**src/rtl/tdes_block_packer.sv**
```systemverilog
// tdes_block_packer: gathers 16-bit host words into message/K1/K2
// fields and hands one complete 3DES block to the core per handshake.
module tdes_block_packer #(
  parameter int WORD_W = 16,
  parameter int WORDS  = 4
) (
  input  logic                     clk,
  input  logic                     rst_n,
  input  logic                     in_valid,
  output logic                     in_ready,
  input  logic [1:WORD_W]          in_word,
  input  logic [1:2]               in_dest,
  input  logic                     select,
  output logic                     blk_valid,
  input  logic                     blk_ready,
  output logic [1:WORD_W*WORDS]    message,
  output logic [1:WORD_W*WORDS]    K1,
  output logic [1:WORD_W*WORDS]    K2,
  output logic                     mode,
  output logic                     keys_loaded,
  output logic                     err
);

  localparam int FW = WORD_W * WORDS;
  localparam int CW = $clog2(WORDS);

  typedef enum logic {COLLECT, ISSUE} state_e;

  state_e          state_q, state_d;
  logic [CW-1:0]   cnt_q;
  logic [1:2]      cur_q;
  logic [1:FW]     msg_sh_q, k1_sh_q, k2_sh_q;
  logic [1:FW]     msg_q, k1_q, k2_q;
  logic            mode_q, k1_ok_q, k2_ok_q, err_q;

  logic            acc, rsvd, chg, last;
  logic            is_msg, is_k1, is_k2;
  logic            keys_ok, issue_go, err_d;
  logic [CW-1:0]   idx;
  logic [1:FW]     base, filled;

  function automatic logic [1:FW] put(
    input logic [1:FW]     v,
    input logic [CW-1:0]   i,
    input logic [1:WORD_W] w
  );
    logic [1:FW] r;
    r = v;
    r[int'(i)*WORD_W+1 +: WORD_W] = w;
    return r;
  endfunction

  assign acc      = in_valid && in_ready;
  assign rsvd     = (in_dest == 2'b11);
  assign is_msg   = (in_dest == 2'b00);
  assign is_k1    = (in_dest == 2'b01);
  assign is_k2    = (in_dest == 2'b10);
  // a new destination mid-field restarts at word 0 of that field
  assign chg      = (cnt_q != '0) && (in_dest != cur_q);
  assign idx      = chg ? '0 : cnt_q;
  assign last     = (idx == CW'(WORDS - 1));
  assign keys_ok  = k1_ok_q && k2_ok_q;
  assign issue_go = acc && is_msg && last && keys_ok;
  assign err_d    = acc && (rsvd || chg ||
                    (is_msg && last && !keys_ok));

  // merge the incoming word into the addressed field's shadow
  always_comb begin
    base = msg_sh_q;
    unique case (1'b1)
      is_k1:   base = k1_sh_q;
      is_k2:   base = k2_sh_q;
      default: base = msg_sh_q;
    endcase
    filled = put(base, idx, in_word);
  end

  // state register
  always_ff @(posedge clk or negedge rst_n) begin
    if (!rst_n) state_q <= COLLECT;
    else        state_q <= state_d;
  end

  // next-state: a completed message issues, core acceptance returns
  always_comb begin
    state_d = state_q;
    unique case (state_q)
      COLLECT: if (issue_go)  state_d = ISSUE;
      ISSUE:   if (blk_ready) state_d = COLLECT;
      default: state_d = COLLECT;
    endcase
  end

  // handshake outputs; no words accepted while reset is held
  always_comb begin
    in_ready  = rst_n && (state_q == COLLECT);
    blk_valid = (state_q == ISSUE);
  end

  // field assembly, key commit and block capture
  always_ff @(posedge clk or negedge rst_n) begin
    if (!rst_n) begin
      cnt_q    <= '0;
      cur_q    <= '0;
      msg_sh_q <= '0;
      k1_sh_q  <= '0;
      k2_sh_q  <= '0;
      msg_q    <= '0;
      k1_q     <= '0;
      k2_q     <= '0;
      mode_q   <= 1'b0;
      k1_ok_q  <= 1'b0;
      k2_ok_q  <= 1'b0;
      err_q    <= 1'b0;
    end else begin
      err_q <= err_d;
      if (acc) begin
        if (rsvd) begin
          cnt_q <= '0;
        end else begin
          cur_q <= in_dest;
          cnt_q <= last ? '0 : idx + 1'b1;
          unique case (1'b1)
            is_k1: begin
              k1_sh_q <= filled;
              if (last) begin
                k1_q    <= filled;
                k1_ok_q <= 1'b1;
              end
            end
            is_k2: begin
              k2_sh_q <= filled;
              if (last) begin
                k2_q    <= filled;
                k2_ok_q <= 1'b1;
              end
            end
            default: begin
              msg_sh_q <= filled;
              if (issue_go) begin
                msg_q  <= filled;
                mode_q <= select;
              end
            end
          endcase
        end
      end
    end
  end

  assign message     = msg_q;
  assign K1          = k1_q;
  assign K2          = k2_q;
  assign mode        = mode_q;
  assign keys_loaded = keys_ok;
  assign err         = err_q;

endmodule
```
**config.mk**
```make
export PLATFORM = sky130hd
export DESIGN_NAME = tdes_block_packer
export DESIGN_NICKNAME = d
export VERILOG_FILES = /design/src/rtl/tdes_block_packer.sv
export SDC_FILE = /design/constraint.sdc
export NUM_CORES = 1
export LEC_CHECK = 0
export BUFFER_PORTS_ARGS = -buffer_cell sky130_fd_sc_hd__clkbuf_2
export CORE_ASPECT_RATIO = 1.25
export CORE_UTILIZATION = 50
export DETAILED_ROUTE_END_ITERATION = 10
export PLACE_DENSITY = 0.79
export SKIP_LAST_GASP = 1
export SLEW_MARGIN = 20
export SYNTH_ARGS = -nofsm -noshare
export SYNTH_HDL_FRONTEND = slang
export SYNTH_SLANG_ARGS = --single-unit
```
**constraint.sdc**
```tcl
create_clock -name clk -period 3.85 [get_ports clk]
set_input_delay 0.385 -clock clk [delete_from_list [all_inputs] [get_ports clk]]
set_output_delay 0.385 -clock clk [all_outputs]
set_load 0.02 [all_outputs]
```
==> qor.csv <==
metric,value,unit
H-tree depth,2,
Worst Path Arrival,3.54,ns
Syn Nets,1605,
worst vdd ir,0.312,mV
DRT Pass-1 Iters,6,
status,completed,
skew final,0.0145,ns
Yosys top cell by area,dfrtp_1,
CTS tree,built,
# hold bufs at CTS,1,
unrepaired setup endpoints after global routing,no,
TritonCTS Buffers,38,
Worst Tran Pin Value,0.957,ns
DRC Markers,0,
Setup crit start,cur_q[2],
final hold vios,0,
synth top area cells,"dfrtp_1, o21ai_0, nand2_1",
Sink Count,393,
most common cell in the synthesized netlist,dfrtp_1,
Crit Path Max Fanout,17,
"CTS clk-pin slew, worst paths",0.07,ns
Antenna Nets Post-Route,0,
Final setup viols,0,
Clock Latency Late Sink,0.54,ns
CP endpoint kind,register,
WL/cell,19.2,um
CP required,4.27,ns
Starting Density,50.9,%
largest net degree at the start of global routing,194,
"Seq/Total Area, Yosys",62.2,%
Layout area overhead,18.2,%
die outline area,0.0324,mm^2
Post-Place Cells,2105,
setup_tns,0,ns
overall power,10400,uW
Yosys reg bits,393,
max capacitance violation total,0,
Vias/cell,5.70,
CTS Buffer Depth,3,
WHS,0.0926,ns
path type of the worst min-delay path,input pin to register,
I/O Buffers,219,
Rows,72,
Slew Limit Headroom,35.7,%
nets@finish,1772,
Total GRT Usage,26.6,%
fin cells,2176,
Fill cells,2536,
initial antenna violation count,1,
worst r2r path cells,9,
I/O Pins,220,
post-CTS setup buffer count,0,
crit start category,register,
overall die width,161,um
syn_area_per_cell,10.1,um^2
Post-CTS Resized,0,
DPL Wire Length,26.2,mm
Root Driver,clkbuf_16,
vias in the first global route,12301,
Crit Reg-Reg Startpoint,cur_q[2],
Yosys Warn Count,0,
layout cells sized above 1,19.1,%
PD cells,556,mW/mm^2
chip height,201,um
Pleak,0.00892,uW
number of synthesized flops with an enable pin,0,
most used flip-flop cell after synthesis,dfrtp_1,
Core Area,0.0311,mm^2
Cell variety after synth,33,
DR iter-0 viols,1026,
FF-to-FF setup slack,0.73,ns
synthesized cell area,0.0158,mm^2
RD Place Congestion,0.800,
Post-Route WL,41.7,mm
fin crit period,3.12,ns
Peak Freq,321,MHz
grt ovf,0,
Worst Setup EP,k2_sh_q[18],
total number of vias,12406,
fin. max-slew vios,0,
first-pass GRT wire length,67.7,mm
reg2reg end,k2_sh_q[18],
Cells after Synth,1573,
Final period util,80.9,%
hold path start,select,
share of the synthesized area in the top cell type,62.2,%
critical setup path kind,register to register,
Synth top cells by count,"dfrtp_1, nand2_1, o21ai_0",
share of flip-flops with an asynchronous set or reset,100,%
[power by group]
part	internal, uW	switching, uW	total (uW)	leakage (uW)
combinational	462	937	1400	0.00297
clock	2420	1570	3990	0.000653
sequential	4690	314	5000	0.00530
[metrics by stage]
step                setup WS [ns]  util [%]  instance area, um^2
floorplan                    1.51         -                15800
global placement            0.678      55.7                17300
detailed placement          0.552      55.7                17300
CTS                         0.692      60.0                18700
global route                0.462      60.2                18700
finish                      0.734      60.2                18700
[logic make-up after synthesis]
logic type      after synthesis  synth area share (%)
buf+inv                     131                  3.36
flops                       393                  62.2
xor+xnor                      2                 0.206
simple gates                453                  11.2
mux                           3                 0.214
fa+ha+maj                     9                 0.712
compound gates              582                  22.1
[worst min-delay path by stage]
| stage | end | slack [ns] | depth (start not counted) |
|---|---|---|---|
| floorplan | K1[10] | 0.09 | 0 |
| global placement | K2[47] | 0.32 | 1 |
| detailed placement | K2[47] | 0.32 | 1 |
| CTS | mode | 0.07 | 2 |
| global route | blk_valid | 0.08 | 2 |
| finish | mode | 0.09 | 2 |
[area by class of cell]
cell class	count	area, um^2	area share, %
repair buffers	252	1470	7.85
well taps	407	509	2.72
inverters	6	22.5	0.120
diodes	1	2.50	0.0134
multi-input cells	1049	5520	29.5
clock inverters	14	225	1.20
clock buffers	54	1110	5.96
flip-flops and latches	393	9830	52.6
[critical path, cell delays in order (launching register included)]
cell,delay [ns]
dfrtp_1,0.41
xor2_2,0.40
nor2_1,0.11
nand2_1,0.15
ha_1,0.16
buf_4,0.23
nand2_1,0.12
nor4_4,0.73
a21oi_1,0.38
o21ai_0,0.29
[sequential cells by signal, indices dropped and copies added (netlist names)]
| register | count |
|---|---|
| msg_sh_q | 64 |
| mode | 1 |
| blk_valid | 1 |
| k2_sh_q | 64 |
| cur_q | 2 |
| message | 64 |
| K2 | 64 |
| k2_ok_q | 1 |
| k1_sh_q | 64 |
| k1_ok_q | 1 |
| K1 | 64 |
| err | 1 |
| cnt_q | 2 |
[layer usage]
layer | wire length, um | share of wire, % | vias to the layer above | GRT usage [%]
li1 | - | - | 5790 | -
met1 | 17200 | 41 | 6093 | 34.7
met2 | 19900 | 48 | 427 | 42.4
met3 | 2830 | 6.8 | 96 | 5.85
met4 | 1740 | 4.2 | 0 | 12.2
met5 | 0 | 0 | - | 0
[layout by cell type, fill, tap and decap left out, drive strengths merged, types with 3 or more instances in the layout]
| cell | count |
|---|---|
| dfrtp | 393 |
| nand2 | 306 |
| o21ai | 298 |
| clkbuf | 272 |
| nor2 | 131 |
| a21oi | 113 |
| a22oi | 64 |
| a211oi | 64 |
| buf | 33 |
| a22o | 23 |
| a31oi | 17 |
| ha | 9 |
| inv | 6 |
| clkinv | 6 |
| bufinv | 6 |
| mux2 | 3 |
| nand3 | 3 |
(Power assumes the default switching activity.)
